`src/rtl/comms_pkg.sv`:
```
// Shared definitions for the board-to-board serial link, used by both the
// transmit and receive ends so they agree on frame length and timing.
package comms_pkg;

    typedef enum logic [1:0] {
        IDLE  = 2'd0,
        READY = 2'd1,
        RECV  = 2'd2,
        DONE  = 2'd3
    } rx_state_t;

    localparam int FRAME_BITS_DEFAULT     = 256;
    localparam int TIMEOUT_CYCLES_DEFAULT = 1023;

endpackage

```
`src/rtl/serial_frame_receiver_sync_edge_detect.sv`:
```
// Multi-flop synchronizer for an asynchronous input with a rising-edge
// detector on the synchronized level.
module sync_edge_detect #(
    parameter int SYNC_STAGES = 2
) (
    input  logic clk,
    input  logic rst,
    input  logic async_in,
    output logic sync_out,
    output logic rise_pulse
);

    logic [SYNC_STAGES-1:0] sync_reg;
    logic                   prev_reg;

    always_ff @(posedge clk) begin
        if (rst) begin
            sync_reg <= '0;
            prev_reg <= 1'b0;
        end else begin
            sync_reg <= {sync_reg[SYNC_STAGES-2:0], async_in};
            prev_reg <= sync_reg[SYNC_STAGES-1];
        end
    end

    assign sync_out   = sync_reg[SYNC_STAGES-1];
    assign rise_pulse = sync_out & ~prev_reg;

endmodule

```
`src/rtl/serial_frame_receiver.sv`:
```
// Receive side of the serial link: oversamples the partner's serial clock and
// data, assembles a fixed-length MSB-first frame, and publishes it atomically.
module serial_frame_receiver
    import comms_pkg::*;
#(
    parameter int FRAME_BITS     = FRAME_BITS_DEFAULT,
    parameter int SYNC_STAGES    = 2,
    parameter int TIMEOUT_CYCLES = TIMEOUT_CYCLES_DEFAULT
) (
    input  logic                  clk,
    input  logic                  rst,
    input  logic                  enable,
    input  logic                  clk_in,
    input  logic                  data_in,
    output logic                  ready_for_receive,
    output logic [FRAME_BITS-1:0] receive_buffer,
    output logic                  frame_valid,
    output logic                  frame_error,
    output logic                  busy
);

    localparam int CNT_W = $clog2(FRAME_BITS) + 1;
    localparam int TO_W  = $clog2(TIMEOUT_CYCLES + 1);

    logic sedge;
    logic clk_level_unused;
    logic data_sync;
    logic data_rise_unused;

    sync_edge_detect #(.SYNC_STAGES(SYNC_STAGES)) u_clk_sync (
        .clk        (clk),
        .rst        (rst),
        .async_in   (clk_in),
        .sync_out   (clk_level_unused),
        .rise_pulse (sedge)
    );

    sync_edge_detect #(.SYNC_STAGES(SYNC_STAGES)) u_data_sync (
        .clk        (clk),
        .rst        (rst),
        .async_in   (data_in),
        .sync_out   (data_sync),
        .rise_pulse (data_rise_unused)
    );

    rx_state_t             state_reg;
    rx_state_t             state_next;
    logic [FRAME_BITS-1:0] shift_reg;
    logic [FRAME_BITS-1:0] shift_next;
    logic [FRAME_BITS-1:0] buffer_reg;
    logic [CNT_W-1:0]      bit_cnt_reg;
    logic [TO_W-1:0]       timeout_reg;
    logic                  last_bit;
    logic                  timed_out;
    logic                  shift_en;
    logic                  complete;

    assign last_bit  = (bit_cnt_reg == CNT_W'(FRAME_BITS - 1));
    assign timed_out = (timeout_reg == TO_W'(TIMEOUT_CYCLES));
    // A timeout wins over a coincident edge so an aborted frame never publishes.
    assign shift_en  = sedge && ((state_reg == READY) || ((state_reg == RECV) && !timed_out));
    assign complete  = shift_en && last_bit;

    // The first bit of a frame starts from a cleared shadow so stale data never leaks in.
    assign shift_next = (state_reg == READY) ? FRAME_BITS'(data_sync)
                                             : ((shift_reg << 1) | FRAME_BITS'(data_sync));

    always_ff @(posedge clk) begin
        if (rst) begin
            state_reg <= IDLE;
        end else begin
            state_reg <= state_next;
        end
    end

    always_comb begin
        state_next = state_reg;
        case (state_reg)
            IDLE: begin
                if (enable) state_next = READY;
            end
            READY: begin
                if (sedge)        state_next = last_bit ? DONE : RECV;
                else if (!enable) state_next = IDLE;
            end
            RECV: begin
                if (timed_out)     state_next = IDLE;
                else if (complete) state_next = DONE;
            end
            DONE: begin
                state_next = enable ? READY : IDLE;
            end
            default: state_next = IDLE;
        endcase
    end

    always_comb begin
        ready_for_receive = 1'b0;
        busy              = 1'b0;
        frame_valid       = 1'b0;
        frame_error       = 1'b0;
        case (state_reg)
            READY: ready_for_receive = 1'b1;
            RECV: begin
                ready_for_receive = 1'b1;
                busy              = 1'b1;
                frame_error       = timed_out;
            end
            DONE:    frame_valid = 1'b1;
            default: ;
        endcase
    end

    // The buffer is loaded on the final edge so it is already stable while frame_valid is high.
    always_ff @(posedge clk) begin
        if (rst) begin
            shift_reg   <= '0;
            buffer_reg  <= '0;
            bit_cnt_reg <= '0;
            timeout_reg <= '0;
        end else begin
            if (shift_en) begin
                shift_reg   <= shift_next;
                bit_cnt_reg <= bit_cnt_reg + CNT_W'(1);
                timeout_reg <= '0;
            end else if (state_reg == RECV) begin
                if (!timed_out) timeout_reg <= timeout_reg + TO_W'(1);
            end else begin
                bit_cnt_reg <= '0;
                timeout_reg <= '0;
            end
            if (complete) buffer_reg <= shift_next;
        end
    end

    assign receive_buffer = buffer_reg;

endmodule
```
`config.mk`:
```
export PLATFORM = sky130hd
export DESIGN_NAME = serial_frame_receiver
export DESIGN_NICKNAME = d
export VERILOG_FILES = /design/src/rtl/comms_pkg.sv /design/src/rtl/serial_frame_receiver_sync_edge_detect.sv /design/src/rtl/serial_frame_receiver.sv
export SDC_FILE = /design/constraint.sdc
export NUM_CORES = 1
export LEC_CHECK = 0
export CAP_MARGIN = 0
export CORE_MARGIN = 4
export CORE_UTILIZATION = 25
export CTS_CLUSTER_SIZE = 28
export DETAILED_ROUTE_END_ITERATION = 6
export GPL_ROUTABILITY_DRIVEN = 0
export HOLD_SLACK_MARGIN = 0.02
export PLACE_DENSITY_LB_ADDON = 0.2
export SYNTH_ARGS = -nofsm -noshare
export SYNTH_HDL_FRONTEND = slang
export SYNTH_HIERARCHICAL = 1
export SYNTH_SLANG_ARGS = --single-unit
```
`constraint.sdc`:
```
create_clock -name clk -period 2.9 [get_ports clk]
set_clock_uncertainty 0.15 [all_clocks]
set_input_delay 0.58 -clock clk [delete_from_list [all_inputs] [get_ports clk]]
set_output_delay 0.58 -clock clk [all_outputs]
set_load 0.03 [all_outputs]
```
# Word level (Yosys, flattened, before mapping)
# Cells that the tools add are included.
# classes
add_sub_neg,2
eq_ne,9
muxes,15
n_bitwise,4
n_reduce_logical,9
# op_table
operator,n
256-bit 2-to-1 mux,1
256-bit by 1-bit bitwise OR with 256-bit output,1
9-bit 2-to-1 mux,2
10-bit by 1-bit adder with 10-bit output (second input constant),1
10-bit == test (second input constant),1
2-bit 2-to-1 mux,5
9-bit by 1-bit adder with 9-bit output (second input constant),1
9-bit by 8-bit == test with 1-bit output (second input constant),1
2-bit one-hot mux with 4 select lines,1
1-bit 2-to-1 mux,6
3-bit != test (second input constant),2
2-bit == test (second input constant),2
2-bit != test (second input constant),2
1-bit logical AND,3
3-bit AND reduction,1
3-bit OR reduction,1
2-bit by 1-bit == test with 1-bit output (second input constant),1
2-bit zero test,1
1-bit inverter,2
2-bit OR reduction,1
1-bit bitwise AND,1
1-bit zero test,1
1-bit logical OR,1
# totals
register_bits,537
in_bits,5
output_inout_bits,260
word_cells,47

# Logic depth before layout (Yosys ltp)
# depth
word_depth,9
mapped_depth,11
mapped_depth_nobuf,8

# Hierarchy
# The synthesis kept the hierarchy.
# modules_own_cells
mod,n_inst,cells_each,area_per_inst_um2,seq_area_each_um2
serial_frame_receiver,1,1911,19536.2,10650.2
sync_edge_detect,2,7,87.6,60.1

# Worst setup path before layout
# OpenSTA, ideal clock, no wires.
# synth_path
path_kind,register to output
start,register state_reg[0]
end,output frame_error
t_arrival_ps,2083
required_time_ps,2170
path_slack_ps,87
path_stages_with_launch,6
n_path_buf,1
path_cell_list,dfxtp_1 > inv_1 > ha_1 > buf_2 > inv_1 > nor4_1
# synth_via
elab_chain_cells,2
# synth_rtl
element,line_no,text
start: declaration,serial_frame_receiver.sv:46,rx_state_t state_reg;
start signal: assignment,serial_frame_receiver.sv:72,state_reg <= state_next;
2-bit == test,serial_frame_receiver.sv:102,case (state_reg)
1-bit 2-to-1 mux,serial_frame_receiver.sv:102,
end: declaration,serial_frame_receiver.sv:18,"output logic frame_error,"
# Every way passes these cells.

# Worst setup path after layout
# Same ends and word-level chain as after synthesis.

==> impl_metrics.py <==
metrics = {
    "sta": {
        "finalSetupTns_ps": 0,
        "worst_slew_pin_slew_ps": 730.7,
        "slew_viol_final": 0,
        "period_share_pct": 95.04,
        "fmax_ghz": 0.3628,
        "period_needed_ps": 2756,
        "setup_viol": 0,
        "final_hold_viol_count": 0,
        "rsz0062_at_grt": "false",
        "maxSlewHeadroom_pct": 51.28,
    },
    "drt": {
        "via_count": 16030,
        "drt_wl_total_mm": 59.00,
        "viasPerCell": 5.095,
        "drt_iter0_drc": 986,
        "drtAntennaViolNets": 0,
        "wl_per_cell_um": 18.75,
        "drc": 0,
        "firstDrtPassIters": 5,
    },
    "logic_synthesis": {
        "syn_avg_cell_area_sq_um": 10.24,
        "synth_cells": 1922,
        "syn_area_sq_um": 19680,
        "ys_warn_count": 6,
        "synth_fp_nets": 1935,
    },
    "critical_path": {
        "rr_startpoint": "timeout_reg[0]",
        "path_class": "flop to output port",
        "critPathMaxStageDelay_ps": 360,
        "cp.arrival_ps": 2030,
        "cp.required_ps": 2170,
        "path_depth": 6,
        "r2r_cells": 7,
        "cpMostUsedCell": "inv_1",
        "slowest_stage": "dfxtp_1",
        "worstReg2RegEnd": "shift_reg[29]",
        "cp_top_family": "buffers and inverters",
        "rrSetupSlack_ps": 340,
        "setup.worst_path.start_class": "flop",
        "crit_buf_inv": 4,
        "cp_max_fo": 11,
        "crit_path_end_kind": "output port",
        "worstPathCellList": "inv_1 > ha_4 > inv_1 > nor4_2 > buf_4 > buf_12",
    },
    "power_and_ir_drop": {
        "swShare_pct": 22.12,
        "clkPwrFrac_pct": 49.7,
        "pwr-share-comb_pct": 3.4,
        "p_leak_nw": 8.216,
        "p_seq_share_pct": 46.9,
        "peakVddDrop_uv": 261.7,
        "power_density_nw_per_um2": 620.2,
        "p_int_w": 0.01228,
        "switching_power_w": 0.003486,
    },
    "clocking": {
        "h-tree-depth": 3,
        "cts_buffer_depth": 3,
        "cts_sinks": 537,
        "cts_root_buffer": "clkbuf_16",
        "cts_buffers": 66,
        "path_clk_slew_ps": 60,
        "post-cts-setup-buffers": 0,
        "cts_tree": "done",
        "clock_latency_ps": 570,
        "hold_buffers": 0,
    },
    "cells_and_area": {
        "diodes": 0,
        "final_cells": 3147,
        "largest_reg_flops": 256,
        "area_growth_pct": 29.16,
        "final_nets": 2079,
        "final_layout_size_suffix_gt1_share_pct": 7.546,
    },
    "worst_hold_path": {
        "min_path_type": "input pin to flop",
        "min_to": "receive_buffer[252]",
        "hold_path_depth": 2,
        "hold_start": "rst",
    },
    "global_routing": {
        "grt_antenna_before_repair": 1,
        "grt_use_total_pct": 13.72,
        "grt-ovfl-total": 0,
        "grt_pass1_vias": 16060,
        "grt_pass1_wl_mm": 93.07,
        "grt_max_degree": 133,
    },
    "run_status": {
        "outcome": "completed",
    },
    "floorplanning": {
        "initial_core_util_pct": 25.32,
        "fp-row-count": 102,
        "ios": 265,
        "dieArea_sq_um": 83260,
        "core_area_sq_um": 77720,
        "die_w_um": 288.5,
        "die_y_um": 288.5,
    },
    "place": {
        "port_buffers": 264,
        "placedCellCount": 3038,
        "hpwl_mm": 34.38,
    },
    "flow_run": {
        "maxCapViolations": 0,
    },
}
## power groups by stage
stage | registers, W | logic, W | clock network, W
2_1_floorplan | 0.00755 | 0.000405 | 0
3_3_place_gp | 0.00755 | 0.000540 | 0
3_5_place_dp | 0.00755 | 0.000548 | 0
4_1_cts | 0.00739 | 0.000548 | 0.00814
5_1_grt | 0.00738 | 0.000581 | 0.00843
6_report | 0.00739 | 0.000538 | 0.00783
## cell usage in the layout (no fill, tap or decap), types with 11 or more instances in the layout
master and n:
buf_4 19, nand4b_1 256, a21oi_1 264, buf_12 26, clkdlybuf4s50_1 260, a22o_1 254, clkbuf_1 14, clkbuf_16 68
nand2_1 11, dfxtp_1 537, o21ai_0 260, nor2_1 13
## metal layers
layer	track usage (%)	wire, um	up-vias
li1	-	-	7606
met5	0	0	-
met4	3.954	1145	0
met2	22.30	27200	364
met1	18.20	27180	7988
met3	3.220	3472	76
## metrics by stage
step	util [%]	setup WS (ps)	hold WS (ps)	power [W]	instance area, sq um
global placement	30.04	201.4	276.7	0.008089	23350
detailed placement	30.04	142.6	279.4	0.008098	23350
floorplan	-	86.63	263.8	0.007952	19680
CTS	32.69	56.31	118.9	0.01608	25410
finish	32.70	143.8	167.1	0.01576	25410
global route	32.70	15.49	145.2	0.01639	25410
## area by class of cell
cell class / count / area (sq um)
tap: 1040 / 1301
fill: 7873 / 52310
timing repair buffer: 307 / 3289
clock buffer: 90 / 1864
multi-input combinational: 1147 / 7996
inverter: 7 / 26.28
clock inverter: 19 / 185.2
sequential: 537 / 10750
## worst max path at each step
stage | startpoint | to
floorplan | state_reg[0] | frame_error
global placement | state_reg[0] | shift_reg[27]
detailed placement | state_reg[0] | shift_reg[29]
CTS | state_reg[0] | frame_error
global route | state_reg[0] | frame_error
finish | state_reg[0] | frame_error
## worst reg2reg max path: cells and delay by family (launching register included)
family / cells / cell delay (ps)
compound gates: 1 / 180
fa+ha+maj: 1 / 280
buf+inv: 2 / 580
flops: 1 / 330
simple gates: 3 / 980
## timing repair
item	CTS	global route
gates cloned	0	0
endpoints found under the setup margin	2	1
pin swaps	0	0
resized for setup	3	1
hold endpoints to repair	0	0
Power figures use the tool's default switching activity.
